## src/rtl/taylor_out_frame.sv

```systemverilog
// rtl/taylor_out_frame.sv - assembles per-port Taylor results into frames and queues them in a FWFT FIFO
module taylor_out_frame #(
  parameter int               NBITS  = 28,
  parameter int               NPORT  = 4,
  parameter logic [NPORT-1:0] FMASK  = 4'b1111,
  parameter int               FDEPTH = 4
) (
  input  logic                            clk,
  input  logic                            rst,
  input  logic signed [NBITS-1:0]         io_out,
  input  logic        [NPORT-1:0]         out_en,
  output logic        [NPORT*NBITS-1:0]   frame_data,
  output logic                            frame_valid,
  input  logic                            frame_ready,
  output logic        [$clog2(FDEPTH):0]  level,
  output logic        [NPORT-1:0]         seen,
  output logic                            ovf_err,
  output logic                            dup_err,
  output logic                            hot_err,
  input  logic                            clr_err
);

  localparam int AW = $clog2(FDEPTH);
  localparam int LW = AW + 1;

  logic [NBITS-1:0]       stage [NPORT];
  logic [NPORT*NBITS-1:0] mem   [FDEPTH];
  logic [AW-1:0]          wr_ptr;
  logic [AW-1:0]          rd_ptr;

  logic                   one_hot;
  logic                   multi_hot;
  logic [NPORT-1:0]       wr_mask;
  logic [NPORT-1:0]       next_seen;
  logic                   complete;
  logic                   dup_hit;
  logic [NPORT*NBITS-1:0] new_frame;
  logic                   full;
  logic                   pop;
  logic                   push;
  logic                   drop;

  // Decode the strobe, evaluate completion and build the outgoing frame with
  // this cycle's word bypassing staging for the completing port.
  always_comb begin
    one_hot   = (out_en != '0) && ((out_en & (out_en - 1'b1)) == '0);
    multi_hot = (out_en != '0) && !one_hot;
    wr_mask   = one_hot ? (out_en & FMASK) : '0;
    next_seen = seen | wr_mask;
    complete  = (wr_mask != '0) && ((next_seen & FMASK) == FMASK);
    dup_hit   = (wr_mask & seen) != '0;
    new_frame = '0;
    for (int k = 0; k < NPORT; k++) begin
      new_frame[k*NBITS +: NBITS] = wr_mask[k] ? io_out : stage[k];
    end
    full = (level == LW'(FDEPTH));
    pop  = frame_valid && frame_ready;
    push = complete && (!full || pop);
    drop = complete && full && !pop;
  end

  assign frame_valid = (level != '0);
  assign frame_data  = frame_valid ? mem[rd_ptr] : '0;

  // Staging words and per-port occupancy; seen clears whenever a frame completes,
  // whether or not the FIFO accepted it.
  always_ff @(posedge clk or posedge rst) begin
    if (rst) begin
      seen <= '0;
      for (int k = 0; k < NPORT; k++) stage[k] <= '0;
    end else begin
      for (int k = 0; k < NPORT; k++) begin
        if (wr_mask[k]) stage[k] <= io_out;
      end
      seen <= complete ? '0 : next_seen;
    end
  end

  // Frame storage; the output is gated by frame_valid so stale entries never show.
  always_ff @(posedge clk) begin
    if (push) mem[wr_ptr] <= new_frame;
  end

  // FIFO pointers and occupancy; pointers wrap naturally since FDEPTH is a power of 2.
  always_ff @(posedge clk or posedge rst) begin
    if (rst) begin
      wr_ptr <= '0;
      rd_ptr <= '0;
      level  <= '0;
    end else begin
      if (push) wr_ptr <= wr_ptr + 1'b1;
      if (pop)  rd_ptr <= rd_ptr + 1'b1;
      case ({push, pop})
        2'b10:   level <= level + 1'b1;
        2'b01:   level <= level - 1'b1;
        default: level <= level;
      endcase
    end
  end

  // Sticky error flags; a new event in the clearing cycle keeps the flag set.
  always_ff @(posedge clk or posedge rst) begin
    if (rst) begin
      ovf_err <= 1'b0;
      dup_err <= 1'b0;
      hot_err <= 1'b0;
    end else begin
      ovf_err <= drop      ? 1'b1 : (clr_err ? 1'b0 : ovf_err);
      dup_err <= dup_hit   ? 1'b1 : (clr_err ? 1'b0 : dup_err);
      hot_err <= multi_hot ? 1'b1 : (clr_err ? 1'b0 : hot_err);
    end
  end

endmodule

```

## config.mk

```make
export PLATFORM = sky130hd
export DESIGN_NAME = taylor_out_frame
export DESIGN_NICKNAME = d
export VERILOG_FILES = /design/src/rtl/taylor_out_frame.sv
export SDC_FILE = /design/constraint.sdc
export NUM_CORES = 1
export LEC_CHECK = 0
export CAP_MARGIN = 20
export CORE_ASPECT_RATIO = 0.5
export CORE_MARGIN = 4
export CORE_UTILIZATION = 30
export DETAILED_ROUTE_END_ITERATION = 7
export HOLD_SLACK_MARGIN = 0.02
export PLACE_DENSITY_LB_ADDON = 0.3
export SLEW_MARGIN = 20
export SYNTH_ARGS = -nofsm -noshare
export SYNTH_HDL_FRONTEND = slang
export SYNTH_SLANG_ARGS = --single-unit
```

## constraint.sdc

```tcl
create_clock -name clk -period 9.52 [get_ports clk]
set_clock_uncertainty 0.15 [all_clocks]
set_input_delay 1.904 -clock clk [delete_from_list [all_inputs] [get_ports clk]]
set_output_delay 1.904 -clock clk [all_outputs]
set_load 0.01 [all_outputs]
```

# Yosys cells after proc, flatten, opt, wreduce, memory -nomap -nowiden
# Memory sizes are Yosys's and may differ from the RTL's.
# Cells that the tools add are included.
# word_totals
mem_bits_rw	448
n_memories	1
register_bits	126
wordCells	58
# op_classes
add_sub_neg	5
n_eq_ne	4
bitwise_logic	3
n_mux	14
reduce_logical	20
# mem_list
name	words	width	rd	rd_ports_with_merged_regs	write_ports	line_no	source
mem	4	112	1	0	1	27	logic [NPORT*NBITS-1:0] mem [FDEPTH];
# ops
op	count
two-way mux 112 bit	1
two-way mux 28 bit	4
nonzero test 4 bit	3
bitwise AND 4 bit	2
two-way mux 4 bit	2
nonzero test 2 bit	4
logical AND 1 bit	7
two-way mux 1 bit	6
one-hot mux 3 bit (2 select lines)	1
adder 2 x 1 -> 2 bit, second input constant	2
== test 4 bit, second input constant	1
zero test 4 bit	1
OR 4 bit	1
subtractor 4 x 1 -> 4 bit, second input constant	1
adder 3 x 1 -> 3 bit, second input constant	1
== test 3 bit, second input constant	1
zero test 1 bit	3
nonzero test 3 bit	1
subtractor 3 x 1 -> 3 bit, second input constant	1
== test 2 x 1 -> 1 bit, second input constant	1
== test 2 bit, second input constant	1
logical OR 1 bit	1

# Longest topological paths before layout
# Gate-level depths: netlist (run 1).
# depth
depth_word	11
ltp_mapped	12
depth_no_buf	11

# Worst setup path after synthesis (run 1)
# No wires, ideal clock.
# synth_timing
path_kind	in2reg
start	input port out_en[2]
end	memory mem[0][0] (netlist bit) (enable)
n_path_buf	1
t_arrival_ps	5619
path_slack_ps	3267
path_stages	6
path_cell_list	buf_2 -> nor3_2 -> nand2_2 -> a221oi_2 -> and2b_4 -> and2_1
# synth_between
elab_chain_len	11
elab_cells_between_ends	13
classes_between	1 x add/sub; 1 x eq/ne; 3 x mux; 2 x bitwise; 6 x reduce/logical
# synth_lines
item	line_no	source
start, declared	11	input logic [NPORT-1:0] out_en,
subtractor 4 x 1 -> 4 bit	46	one_hot = (out_en != '0) && ((out_en & (out_en - 1'b1)) == '0);
bitwise AND 4 bit	46	
zero test 4 bit	46	
logical AND 1 bit	46	
two-way mux 4 bit (*)	48	wr_mask = one_hot ? (out_en & FMASK) : '0;
OR 4 bit	49	next_seen = seen | wr_mask;
== test 4 bit	50	complete = (wr_mask != '0) && ((next_seen & FMASK) == FMASK);
logical AND 1 bit (*)	50	
logical AND 1 bit (*)	58	push = complete && (!full || pop);
two-way mux 1 bit (*)	81	if (push) mem[wr_ptr] <= new_frame;
two-way mux 1 bit (implied by the code) (*)	81	
end, declared	27	
# Mark *: on every way between the ends. The rest lies on a longest branch, timed or not.

# Worst setup path after layout (run 1)
# layout_timing
start	input port out_en[3]
end	memory mem[1][65] (netlist bit) (enable)
# The elaborated chain is that of the path after synthesis.

==> impl_metrics.csv, run 1 <==
group,metric,value,unit
critical_path,cp_cell_sequence,"clkdlybuf4s50_1, nor3_2, nand2_2, a221oi_2, and2b_4, and2_4, buf_4",
run_status,status,"finished, final reports clean",
synthesis,synthTopCellsByArea,"edfxtp_1 62%, dfrtp_1 14%, mux4_2 12%",
power_and_ir_drop,power_density,291,nW/um2
layout,syn2layout_area_growth,21.0,%
routing,drtPass1Iterations,4,
power_and_ir_drop,p_int,5610,uW
cts,clock_latency,580,ps
critical_path,crit_type,"in2reg",
sta,timing.final.hold_violations,0,
cts,clkSlewWorstSetupHoldPaths,60,ps
sta,setup_viol,0,
sta,max_slew_margin,33.4,%
power_and_ir_drop,p_leak,0.00881,uW
cts,tritoncts,"done",
global_route,grt_remaining_overflow,0,
floorplanning,die-width,390,um
global_route,grt_pass1_vias,10900,
synthesis,yosys_warnings,0,
power_and_ir_drop,p_clk_share,29.0,%
sta,slew_viol_final,0,
routing,vias,10000,
layout,finish.net_count,1248,
global_route,grt_pass1_wl,70700,um
synthesis,synth_edf_count,448,
placed_design,dp_hpwl,26600,um
critical_path,slowest_delay,800,ps
floorplanning,dieArea,77400,um2
synthesis,syn_area,21800,um2
routing,topRoutingLayerUsed,"met4",
floorplanning,ioPinCount,159,
global_route,grt_usage,12.0,%
floorplanning,rows,69,
critical_path,critPathLaunch,"out_en[3]",
critical_path,worstReg2RegEnd,"mem[1][65]$_DFFE_PP_",
layout,fillCellCount,6479,
critical_path,r2r_cells,5,
synthesis,syn_inst,1032,
synthesis,syn_nets,1074,
critical_path,endpoint,"mem[1][65]$_DFFE_PP_",
synthesis,synth_seq_cells,574,
routing,drc,0,
routing,vias_per_cell,4.54,
critical_path,cp-start-kind,"primary input",
sta,fin_crit,5730,ps
run,maxCapViolations,0,
sta,setup_tns,0,ps
routing,m1WireLength,18500,um
synthesis,ys_seq_area_share,76.1,%
global_route,antenna_found_initial,2,
routing,drtIter0Drc,713,
cts,cts_max_level,2,
synthesis,synthArstFlopShare,22.0,%
routing,ant_nets,0,
layout,drive_above_1_share,26.8,%
synthesis,synth.top_cell.area_share,61.6,%
sta,worstMarginPinSlew,999,ps
sta,fin_crit_sh,60.2,%
cts,cts.repair.resized,0,
layout,layout_commonest_cell,"edfxtp_1",
floorplanning,fp.dieH,199,um
placed_design,gp_congestion,0.736,
layout,fin_cells,2210,
critical_path,reg2reg_from,"seen[1]$_DFF_PP0_",
synthesis,yosys.area.top_type,"edfxtp_1",
power_and_ir_drop,p_seq_share,41.2,%
hold_path,hold_start,"hot_err$_DFFE_PP0P_",
synthesis,dominantRegCellSynth,"edfxtp_1",
cts,cts_hold_buf,0,
power_and_ir_drop,combPwrFrac,29.8,%
power_and_ir_drop,swShare,27.0,%
synthesis,synth_cell_type_count,40,
placed_design,dp.cells,2106,
power_and_ir_drop,irDropWorstVdd,0.123,mV
hold_path,hp-class,"reg2reg",
sta,fmax,174,MHz
cts,clock-sinks,574,
global_route,grt_start_max_net_pins,115,
sta,rsz0062_at_grt,"false",
synthesis,postSynthAreaPerCell,21.2,um2
routing,met3_length,1100,um
cts,cts_made_buffers,55,
cts,root_buffer,"clkbuf_16",
cts,post-cts-setup-buffer-count,0,
critical_path,end_kind,"flip-flop",
power_and_ir_drop,power_switching,2080,uW
layout,diodes,0,
cts,cts_buffer_depth,3,
layout,final_cell_mix,"448 x edfxtp_1, 158 x clkdlybuf4s50_1, 124 x dfrtp_1, 115 x and2_1",
placed_design,numPortBuffers,158,
floorplanning,start_util,30.5,%
routing,wl,46600,um
routing,met2_length,26000,um
critical_path,crit_required,9560,ps
critical_path,slowest_stage,"and2_4",
routing,wl_per_cell,21.1,um
floorplanning,core,71600,um2
critical_path,cp_max_fo,59,
critical_path,cp.arrival,5770,ps
critical_path,rrSetupSlack,5990,ps
routing by layer:
layer | vias up | track usage (%)
met4 | 0 | 2.96
met5 | - | 0
li1 | 4403 | -
met2 | 115 | 23.0
met1 | 5452 | 14.2
met3 | 65 | 1.66
cell usage after synthesis (3+ instances only):
library cell,instances
and2_1,120
buf_1,5
buf_2,23
clkbuf_1,24
dfrtp_1,126
edfxtp_1,448
ha_1,5
inv_1,9
mux2_2,112
mux4_2,112
nor2_1,11
xnor2_1,3
xor2_1,4
logic make-up after synthesis:
family,after synthesis,share of synthesized area [%]
buffers and inverters,63,1.27
XOR/XNOR,7,0.281
AND/OR/NAND/NOR,143,4.10
multiplexers,226,17.4
AO/OA/AOI/OAI,12,0.453
adder cells (fa/ha/maj),7,0.424
flip-flops,574,76.1
power by group through the flow:
stage | combinational, uW | sequential [uW] | clock, uW
floorplan | 1340 | 3120 | 0
global placement | 2290 | 3240 | 0
detailed placement | 2320 | 3250 | 0
CTS | 2330 | 3200 | 2300
global route | 2460 | 3190 | 2400
finish | 2290 | 3160 | 2230
worst max-delay path, delay by kind of cell:
kind | cells | cell delay (ps)
buffers and inverters | 2 | 1430
AOI/OAI and AO/OA | 1 | 550
and+or+nand+nor | 4 | 1810
cell type report:
class / instances / area, um2 / share of cell area [%]
tap: 958 / 1200 / 4.54
multi-input combinational: 395 / 4980 / 18.8
timing repair buffer: 171 / 1720 / 6.49
inverter: 9 / 38.8 / 0.147
clock inverter: 22 / 299 / 1.13
sequential: 574 / 16600 / 62.9
clock buffer: 81 / 1580 / 5.96
state kept, by name, indices dropped and copies added, names as in the netlist:
register  cells
level         3
ovf_err       1
rd_ptr        2
dup_err       1
hot_err       1
seen          4
mem         448
stage       112
wr_ptr        2
how the worst min path moves through the flow:
stage | to | slack [ps] | cells after the start
2_1_floorplan | stage[69]$_DFF_PP0_ | 350 | 1
3_3_place_gp | hot_err$_DFFE_PP0P_ | 340 | 1
3_5_place_dp | hot_err$_DFFE_PP0P_ | 350 | 1
4_1_cts | hot_err$_DFFE_PP0P_ | 360 | 1
5_1_grt | hot_err$_DFFE_PP0P_ | 390 | 1
6_report | hot_err$_DFFE_PP0P_ | 360 | 1
through the flow:
stage / hold WS (ps) / total power, uW / util (%) / setup slack, ps / area, um2
floorplan: 349 / 4460 / - / 3270 / 21800
global placement: 343 / 5540 / 34.2 / 3180 / 24500
detailed placement: 347 / 5570 / 34.3 / 3110 / 24500
CTS: 361 / 7830 / 36.9 / 3470 / 26400
global route: 386 / 8050 / 36.9 / 3540 / 26400
finish: 359 / 7680 / 36.9 / 3790 / 26400
(Power assumes the default switching activity.)
==> run 2: changes to the inputs <==
==> constraint.sdc (replaced) <==
create_clock -name clk -period 4.75 [get_ports clk]
set_clock_uncertainty 0.15 [all_clocks]
set_input_delay 0.95 -clock clk [delete_from_list [all_inputs] [get_ports clk]]
set_output_delay 0.95 -clock clk [all_outputs]
set_load 0.01 [all_outputs]
==> run 2 against run 1 <==
Flip-flop and latch count unchanged. Core utilization up 0.41 points. Worst hold slack better by 4.6 ps. Total power up 100%. Critical path depth down 3. First-iteration DRC count down 15%. Sequential power up 99%. Final cell count up 0.86%. Routed wire length up 1.2%.
==> impl_metrics.csv, run 2 (synthesis results as in run 1) <==
group,metric,value,unit
layout,fillCellCount,6437,
critical_path,critPathLaunch,"rd_ptr[1]$_DFFE_PP0P_",
floorplanning,start_util,30.5,%
critical_path,cp_cell_sequence,"buf_12, mux4_2, and2_1, clkdlybuf4s50_1",
sta,fin_crit,4140,ps
cts,clock_latency,590,ps
global_route,antenna_found_initial,2,
run_status,status,"finished, final reports clean",
sta,setup_tns,0,ps
global_route,grt_pass1_vias,10900,
hold_path,hp-class,"reg2reg",
critical_path,cp_max_fo,48,
routing,drtIter0Drc,607,
routing,ant_nets,0,
sta,slew_viol_final,0,
sta,max_slew_margin,38.7,%
critical_path,slowest_delay,880,ps
floorplanning,rows,69,
cts,cts_hold_buf,0,
cts,cts_made_buffers,54,
floorplanning,dieArea,77400,um2
critical_path,cp_top_family,"flip-flops",
cts,cts_buffer_depth,3,
placed_design,gp_congestion,0.741,
routing,wl_per_cell,21.2,um
cts,clock-sinks,574,
cts,root_buffer,"clkbuf_16",
layout,final_cell_mix,"448 x edfxtp_1, 158 x clkdlybuf4s50_1, 124 x dfrtp_1, 115 x and2_1",
layout,drive_above_1_share,28.0,%
floorplanning,die-width,390,um
critical_path,critPathBufInv,2,
power_and_ir_drop,p_leak,0.00894,uW
routing,vias_per_cell,4.52,
floorplanning,fp.dieH,199,um
run,maxCapViolations,0,
layout,finish.net_count,1266,
sta,rsz0062_at_grt,"false",
sta,timing.final.hold_violations,0,
cts,cts.repair.resized,0,
sta,setup_viol,0,
critical_path,end_kind,"primary output",
layout,top_regs,"mem (448), stage (112), seen (4)",
sta,hold_slack,363,ps
cts,post-cts-setup-buffer-count,0,
sta,worstMarginPinSlew,919,ps
sta,fmax,242,MHz
cts,tritoncts,"done",
layout,top_register,"mem",
critical_path,crit_required,3650,ps
routing,drtPass1Iterations,5,
global_route,grt_usage,12.2,%
critical_path,cp.arrival,3040,ps
layout,syn2layout_area_growth,22.3,%
critical_path,cp-start-kind,"flip-flop",
routing,vias,10100,
placed_design,numPortBuffers,158,
global_route,grt_start_max_net_pins,70,
global_route,grt_pass1_wl,71300,um
critical_path,crit_type,"reg2out",
layout,multi_input_area,4970,um2
global_route,grt_remaining_overflow,0,
critical_path,slowest_stage,"dfrtp_4",
floorplanning,core,71600,um2
placed_design,dp_hpwl,28300,um
routing,wl,47200,um
sta,fin_crit_sh,87.1,%
floorplanning,ioPinCount,159,
routing,drc,0,
layout,seqCellArea,16600,um2
layout,layout_commonest_cell,"edfxtp_1",
critical_path,reg2reg_from,"seen[1]$_DFF_PP0_",
cts,clkSlewWorstSetupHoldPaths,60,ps
power_and_ir_drop,irDropWorstVdd,0.380,mV
power_and_ir_drop,power_density,582,nW/um2
cts,cts_max_level,2,
hold_path,hold_start,"hot_err$_DFFE_PP0P_",
layout,largest_reg_flops,448,
run 2: changes by cell type in the layout (fill, tap and decap cells not counted), moves of 4 or more:
cell / change
clkbuf_1: -4
buf_4: +11
clkinv_2: -5
buf_12: +10
clkbuf_8: +7
run 2: per-stage QoR:
| step | worst slack, ps | instance area (um2) | util [%] | power, uW | instances |
|---|---|---|---|---|---|
| finish | 614 | 26700 | 37.3 | 15500 | 2229 |
| global route | 456 | 26700 | 37.3 | 16300 | 2229 |
| CTS | 512 | 26700 | 37.3 | 15800 | 2228 |
| detailed placement | 476 | 24800 | 34.6 | 11300 | 2126 |
| global placement | 597 | 24800 | 34.6 | 11200 | 2126 |
| floorplan | 294 | 21800 | - | 8930 | 1032 |
run 2: routing by layer:
| layer | GRT usage (%) | share of wire [%] | vias to the layer above |
|---|---|---|---|
| met4 | 4.21 | 2.7 | 0 |
| met3 | 1.74 | 2.6 | 79 |
| li1 | - | - | 4453 |
| met5 | 0 | 0 | - |
| met2 | 22.5 | 54 | 151 |
| met1 | 14.8 | 41 | 5387 |
run 2: layout make-up:
type | count | area share, %
antenna | 1 | 0.00937
clock buffer | 85 | 6.30
clock inverter | 17 | 0.895
inverter | 9 | 0.145
multi-input combinational | 395 | 18.6
sequential | 574 | 62.2
tap | 958 | 4.49
timing repair buffer | 190 | 7.34
run 2: power breakdown:
| part | switching [uW] | total, uW | internal (uW) | leakage (uW) |
|---|---|---|---|---|
| sequential | 256 | 6290 | 6040 | 0.00555 |
| clock | 1790 | 4540 | 2750 | 0.000937 |
| combinational | 2140 | 4710 | 2570 | 0.00245 |
| total | 4190 | 15500 | 11400 | 0.00894 |
run 2: final timing paths:
| kind | to | depth (start not counted) | slack [ps] |
|---|---|---|---|
| max | frame_data[75] | 4 | 610 |
| min | hot_err$_DFFE_PP0P_ | 1 | 360 |
| max reg2reg | mem[3][80]$_DFFE_PP_ | 5 | 1990 |
| min reg2reg | hot_err$_DFFE_PP0P_ | 1 | 360 |
| max in group asynchronous | stage[84]$_DFF_PP0_ | 3 | 2830 |
| min in group asynchronous | stage[101]$_DFF_PP0_ | 2 | 750 |
==> run 3: changes to the inputs <==
--- a/config.mk
+++ b/config.mk
@@ -12,6 +12,7 @@
 export DETAILED_ROUTE_END_ITERATION = 7
 export HOLD_SLACK_MARGIN = 0.02
 export PLACE_DENSITY_LB_ADDON = 0.3
+export SETUP_SLACK_MARGIN = 0.15
 export SLEW_MARGIN = 20
 export SYNTH_ARGS = -nofsm -noshare
 export SYNTH_HDL_FRONTEND = slang
==> results of run 3 <==
Final layout, timing and power as in run 2 (identical DEF).
